<file path="src/rtl/uart_rx_8n1.sv">
// 8N1 UART receiver: synchronised serial input, three-sample majority vote per
// bit, valid/ready byte output, framing-error, overrun and line-break status.
module uart_rx_8n1 #(
    parameter int unsigned CLKS_PER_BIT = 32,
    parameter int unsigned SYNC_STAGES  = 2
) (
    input  logic       clk,
    input  logic       rst_n,
    input  logic       rx_i,
    output logic [7:0] data_o,
    output logic       valid_o,
    input  logic       ready_i,
    output logic       frame_err_o,
    output logic       overrun_o,
    output logic       break_o,
    output logic       busy_o
);

    localparam int unsigned CW   = $clog2(CLKS_PER_BIT);
    localparam int unsigned HALF = CLKS_PER_BIT / 2;
    localparam logic [CW-1:0] C_LAST  = CW'(CLKS_PER_BIT - 1);
    localparam logic [CW-1:0] C_VOTE0 = CW'(HALF - 1);
    localparam logic [CW-1:0] C_VOTE1 = CW'(HALF);
    localparam logic [CW-1:0] C_EVAL  = CW'(HALF + 1);

    if (CLKS_PER_BIT < 8) begin : g_bad_clks_per_bit
        $error("uart_rx_8n1: CLKS_PER_BIT must be >= 8");
    end
    if (SYNC_STAGES < 2) begin : g_bad_sync_stages
        $error("uart_rx_8n1: SYNC_STAGES must be >= 2");
    end

    typedef enum logic [2:0] {
        S_IDLE,
        S_START,
        S_DATA,
        S_STOP,
        S_WAIT_HIGH
    } state_t;

    logic [SYNC_STAGES-1:0] r_sync;
    logic                   w_rxs;
    state_t                 r_state;
    state_t                 w_state_next;
    logic [CW-1:0]          r_cnt;
    logic                   r_v0;
    logic                   r_v1;
    logic                   w_eval;
    logic                   w_vote;
    logic [2:0]             r_idx;
    logic [7:0]             r_shift;
    logic                   r_done;
    logic [7:0]             r_data;
    logic                   r_valid;
    logic                   r_ferr;
    logic                   r_ovr;
    logic                   r_brk;
    logic                   w_byte_done;
    logic                   w_ferr;
    logic                   w_brk_set;
    logic                   w_brk_clr;

    // Synchroniser resets to idle-high so reset release never looks like a start bit.
    always_ff @(posedge clk or negedge rst_n) begin
        if (!rst_n) r_sync <= '1;
        else        r_sync <= {r_sync[SYNC_STAGES-2:0], rx_i};
    end

    assign w_rxs  = r_sync[SYNC_STAGES-1];
    assign w_eval = (r_cnt == C_EVAL);
    assign w_vote = (r_v0 & r_v1) | (r_v0 & w_rxs) | (r_v1 & w_rxs);

    always_ff @(posedge clk or negedge rst_n) begin
        if (!rst_n) r_state <= S_IDLE;
        else        r_state <= w_state_next;
    end

    always_comb begin
        w_state_next = r_state;
        w_byte_done  = 1'b0;
        w_ferr       = 1'b0;
        w_brk_set    = 1'b0;
        w_brk_clr    = 1'b0;
        case (r_state)
            S_IDLE:  if (!w_rxs) w_state_next = S_START;
            S_START: if (w_eval) w_state_next = w_vote ? S_IDLE : S_DATA;
            S_DATA:  if (w_eval && (r_idx == 3'd7)) w_state_next = S_STOP;
            S_STOP: begin
                if (w_eval) begin
                    if (w_vote) begin
                        w_byte_done  = 1'b1;
                        w_state_next = S_IDLE;
                    end else begin
                        w_ferr       = 1'b1;
                        w_brk_set    = (r_shift == 8'h00);
                        w_state_next = S_WAIT_HIGH;
                    end
                end
            end
            S_WAIT_HIGH: begin
                if (w_rxs) begin
                    w_brk_clr    = 1'b1;
                    w_state_next = S_IDLE;
                end
            end
            default: w_state_next = S_IDLE;
        endcase
    end

    // The bit counter free-runs from START entry so every sample point stays
    // exactly CLKS_PER_BIT cycles after the previous one.
    always_ff @(posedge clk or negedge rst_n) begin
        if (!rst_n) begin
            r_cnt   <= '0;
            r_v0    <= 1'b1;
            r_v1    <= 1'b1;
            r_idx   <= '0;
            r_shift <= '0;
            r_done  <= 1'b0;
            r_data  <= '0;
            r_valid <= 1'b0;
            r_ferr  <= 1'b0;
            r_ovr   <= 1'b0;
            r_brk   <= 1'b0;
        end else begin
            if ((r_state == S_IDLE) || (r_state == S_WAIT_HIGH)) r_cnt <= '0;
            else if (r_cnt == C_LAST)                            r_cnt <= '0;
            else                                                 r_cnt <= r_cnt + 1'b1;

            if (r_cnt == C_VOTE0) r_v0 <= w_rxs;
            if (r_cnt == C_VOTE1) r_v1 <= w_rxs;

            if (r_state == S_START) r_idx <= '0;
            if ((r_state == S_DATA) && w_eval) begin
                r_shift <= {w_vote, r_shift[7:1]};
                r_idx   <= r_idx + 3'd1;
            end

            r_done <= w_byte_done;
            r_ferr <= w_ferr;
            r_ovr  <= 1'b0;

            // A completing byte may load in the same cycle the old one is taken.
            if (r_done) begin
                if (!r_valid || ready_i) begin
                    r_data  <= r_shift;
                    r_valid <= 1'b1;
                end else begin
                    r_ovr <= 1'b1;
                end
            end else if (r_valid && ready_i) begin
                r_valid <= 1'b0;
            end

            if (w_brk_set)      r_brk <= 1'b1;
            else if (w_brk_clr) r_brk <= 1'b0;
        end
    end

    assign data_o      = r_data;
    assign valid_o     = r_valid;
    assign frame_err_o = r_ferr;
    assign overrun_o   = r_ovr;
    assign break_o     = r_brk;
    assign busy_o      = (r_state != S_IDLE);

endmodule

</file>
<file path="config.mk">
export PLATFORM = sky130hd
export DESIGN_NAME = uart_rx_8n1
export DESIGN_NICKNAME = d
export VERILOG_FILES = /design/src/rtl/uart_rx_8n1.sv
export SDC_FILE = /design/constraint.sdc
export NUM_CORES = 1
export LEC_CHECK = 0
export BUFFER_PORTS_ARGS = -buffer_cell sky130_fd_sc_hd__buf_2
export CAP_MARGIN = 30
export CORE_ASPECT_RATIO = 1.25
export CORE_MARGIN = 5
export CORE_UTILIZATION = 60
export DETAILED_ROUTE_END_ITERATION = 7
export PLACE_DENSITY = 0.8
export SYNTH_ARGS = -nofsm -noshare
export SYNTH_HDL_FRONTEND = slang
export SYNTH_SLANG_ARGS = --single-unit
</file>
<file path="constraint.sdc">
create_clock -name clk -period 2.77 [get_ports clk]
set_input_delay 0.1385 -clock clk [delete_from_list [all_inputs] [get_ports clk]]
set_output_delay 0.1385 -clock clk [all_outputs]
set_load 0.02 [all_outputs]
</file>
==> run_results.csv <==
group,metric,value,unit
run_status,status,"complete, no violations",
job,max-cap-violations,0,
placed_design,place_inst,164,
layout,area_delta_synth_final,13.9,%
critical_path,crit_family,"simple AND/OR/NAND/NOR gates",
timing,setup_violations,0,
global_routing,globalRouteMet1Util,18.9,%
critical_path,path_buf_inv,1,
route,drc_errors,0,
clocking,clkTransAtPathRegs,100,ps
yosys,synth_seq_cells,36,
timing,skew,9.94,ps
yosys,synth_edf_count,0,
clocking,postCtsSetupBuffers,0,
route,wl,2600,um
clocking,clk_path_buf_depth,2,
worst_hold_path,hp-class,"in2reg",
global_routing,overflow,0,
timing,fin_crit,1750,ps
critical_path,path_cells,"inv_1 -> ha_1 -> nand4bb_4 -> nor3_4 -> mux2_2",
placed_design,dp_hpwl,1930,um
critical_path,cp.required,3010,ps
timing,tns,0,ps
global_routing,grt_use_met3,5.74,%
global_routing,grt_pass1_vias,1096,
worst_hold_path,hold-path-endpoint,"overrun_o",
route,ant_nets,0,
timing,hold_viol_final,0,
clocking,cts_buffers,5,
yosys,synth_area_leader_cell,"dfrtp_1",
yosys,syn_area_per_cell,13.3,sq um
timing,finalCritPeriodShare,63.1,%
layout,final_util,72.9,%
critical_path,path_class,"reg2reg",
route,vias,984,
layout,nets,151,
yosys,synth.top_cell.area_share,50.5,%
pwr,finalPower,1.46,mW
route,vias_per_cell,5.66,
pwr,p_leak,0.904,nW
placed_design,gp_congestion,0.774,
clocking,cts.sinks,36,
critical_path,critPathCaptureType,"flop",
layout,layout-drive-gt1-share,37.6,%
layout,final_cell_count_no_fill,174,
yosys,synthDistinctLibCells,36,
placed_design,placed_area,1690,sq um
yosys,yosysMostFrequentCell,"dfrtp_1",
yosys,synth_nets,130,
yosys,async_reset_ff_share,100,%
clocking,cts_tree,"built",
yosys,post_synth_inst_count,119,
yosys,ys_seq_area_share,57.1,%
floorplan,die_y,67.5,um
yosys,synthTopCellsByArea,"dfrtp_1 (50%), mux2_2 (13%), dfstp_2 (6.6%)",
placed_design,place_ws,1020,ps
floorplan,row_count,20,
timing,setup_slack,1020,ps
floorplan,die-width,56.0,um
timing,relSlewSlack,48.9,%
route,firstDrtPassIters,4,
layout,num_antenna_cells,0,
critical_path,rr_worst_depth,5,
floorplan,initial_core_util,64.0,%
clocking,clock_latency,340,ps
global_routing,grt-busiest-layer,"met2",
route,drt_iter0_markers,17,
yosys,synth_common_cells,"dfrtp_1 (32), mux2_2 (18), ha_1 (7)",
critical_path,path_max_fanout,8,
floorplan,core_region_area,2480,sq um
timing,max_freq,572,MHz
timing,worst_pin_slew,766,ps
clocking,cts_root_buf,"clkbuf_4",
global_routing,grt_usage,17.6,%
critical_path,critical_path_arrival,1980,ps
critical_path,start_kind,"flop",
global_routing,grt_max_degree,37,
clocking,cts_resized,0,
floorplan,die-area,3780,sq um
route,wl_per_cell,15.0,um
placed_design,port_buffers,16,
critical_path,max_stage_delay,410,ps
critical_path,r2r-start,"r_cnt[1]",
clocking,htree_levels,2,
pwr,pwr_density_cell,811,nW/um^2
timing,hold_slack,69.5,ps
critical_path,r2r_end,"r_shift[3]",
critical_path,r2r_setup_slack,1020,ps
yosys,syn_area,1590,sq um
yosys,ys.flop_type,"dfrtp_1",
pwr,ir_drop,0.716,mV
global_routing,grt_pass1_wl,5010,um
floorplan,io_pins,17,
timing,grt_setup_unrepaired,"no",
timing,maxSlewViolCount,0,
critical_path,slowest_stage,"dfrtp_1",
worst_hold_path,hold_start,"ready_i",
yosys,ys_warn_count,0,
layout,final_area,1810,sq um
global_routing,use_met2,30.6,%
worst_hold_path,holdPathStages,3,
global_routing,antenna_found_initial,0,
[worst min-delay path: cells and delay by family]
family / cells / cell delay [ps]
and+or+nand+nor: 2 / 180
buffers and inverters: 1 / 70
[kinds of logic after synthesis]
family | count (synthesis) | share of synthesized area, %
buffers and inverters | 9 | 2.21
AND/OR/NAND/NOR | 32 | 14.4
multiplexers | 18 | 12.8
XOR/XNOR | 2 | 1.10
AO/OA/AOI/OAI | 14 | 6.23
adder cells (fa/ha/maj) | 8 | 6.23
flip-flops | 36 | 57.1
[power breakdown]
part | internal (mW) | switching (mW)
registers | 0.617 | 0.109
clock network | 0.240 | 0.169
logic | 0.162 | 0.168
[area by class of cell]
type | count | area (sq um)
Inverter | 5 | 18.8
Sequential cell | 36 | 906
Multi-Input combinational cell | 74 | 646
Timing Repair Buffer | 18 | 100
Fill cell | 177 | 671
Clock buffer | 7 | 65.1
Clock inverter | 1 | 30.0
Tap cell | 33 | 41.3
[registers in the layout (all words and copies together) (netlist names), 2 cells and up]
name,cells
r_sync,2
r_state,3
data_o,8
r_shift,8
r_cnt,5
r_idx,3
[metal layers]
metal  up-vias  share of wire [%]
li1        474                  -
met1       490                 41
met2        15                 53
met3         5                3.5
met4         0                2.7
met5         -                  0
[timing repair]
action,in CTS,in global routing
endpoints found under the hold margin,33,0
endpoints found under the setup margin,0,0
hold buffers,2,0
[layout by cell type (no fill, tap or decap), types with 2 or more instances in the layout]
cell | synthesis | final
dfstp_2 | 4 | 4
nand3_1 | 3 | 3
nor3_1 | 5 | 5
nor2b_1 | 2 | 2
inv_1 | 5 | 5
dfrtp_1 | 32 | 32
a32oi_1 | 2 | 2
nand2_1 | 4 | 4
buf_2 | 0 | 16
clkbuf_4 | 0 | 5
ha_1 | 7 | 7
nor4_1 | 2 | 2
o21ai_0 | 4 | 4
nor2_1 | 6 | 6
dlygate4sd3_1 | 0 | 2
clkbuf_8 | 0 | 2
mux2_2 | 18 | 18
[worst max-delay path by stage]
stage             start    endpoint  slack [ps]  cells past startpoint
4_1_cts        r_cnt[1]  r_shift[3]        1000                      5
3_3_place_gp   r_cnt[1]  r_shift[5]        1100                      5
6_report       r_cnt[1]  r_shift[3]        1020                      5
3_5_place_dp   r_cnt[1]  r_shift[3]        1020                      5
2_1_floorplan  r_cnt[1]  r_shift[0]        1170                      5
5_1_grt        r_cnt[1]  r_shift[3]         880                      5
Power figures use the tool's default switching activity.
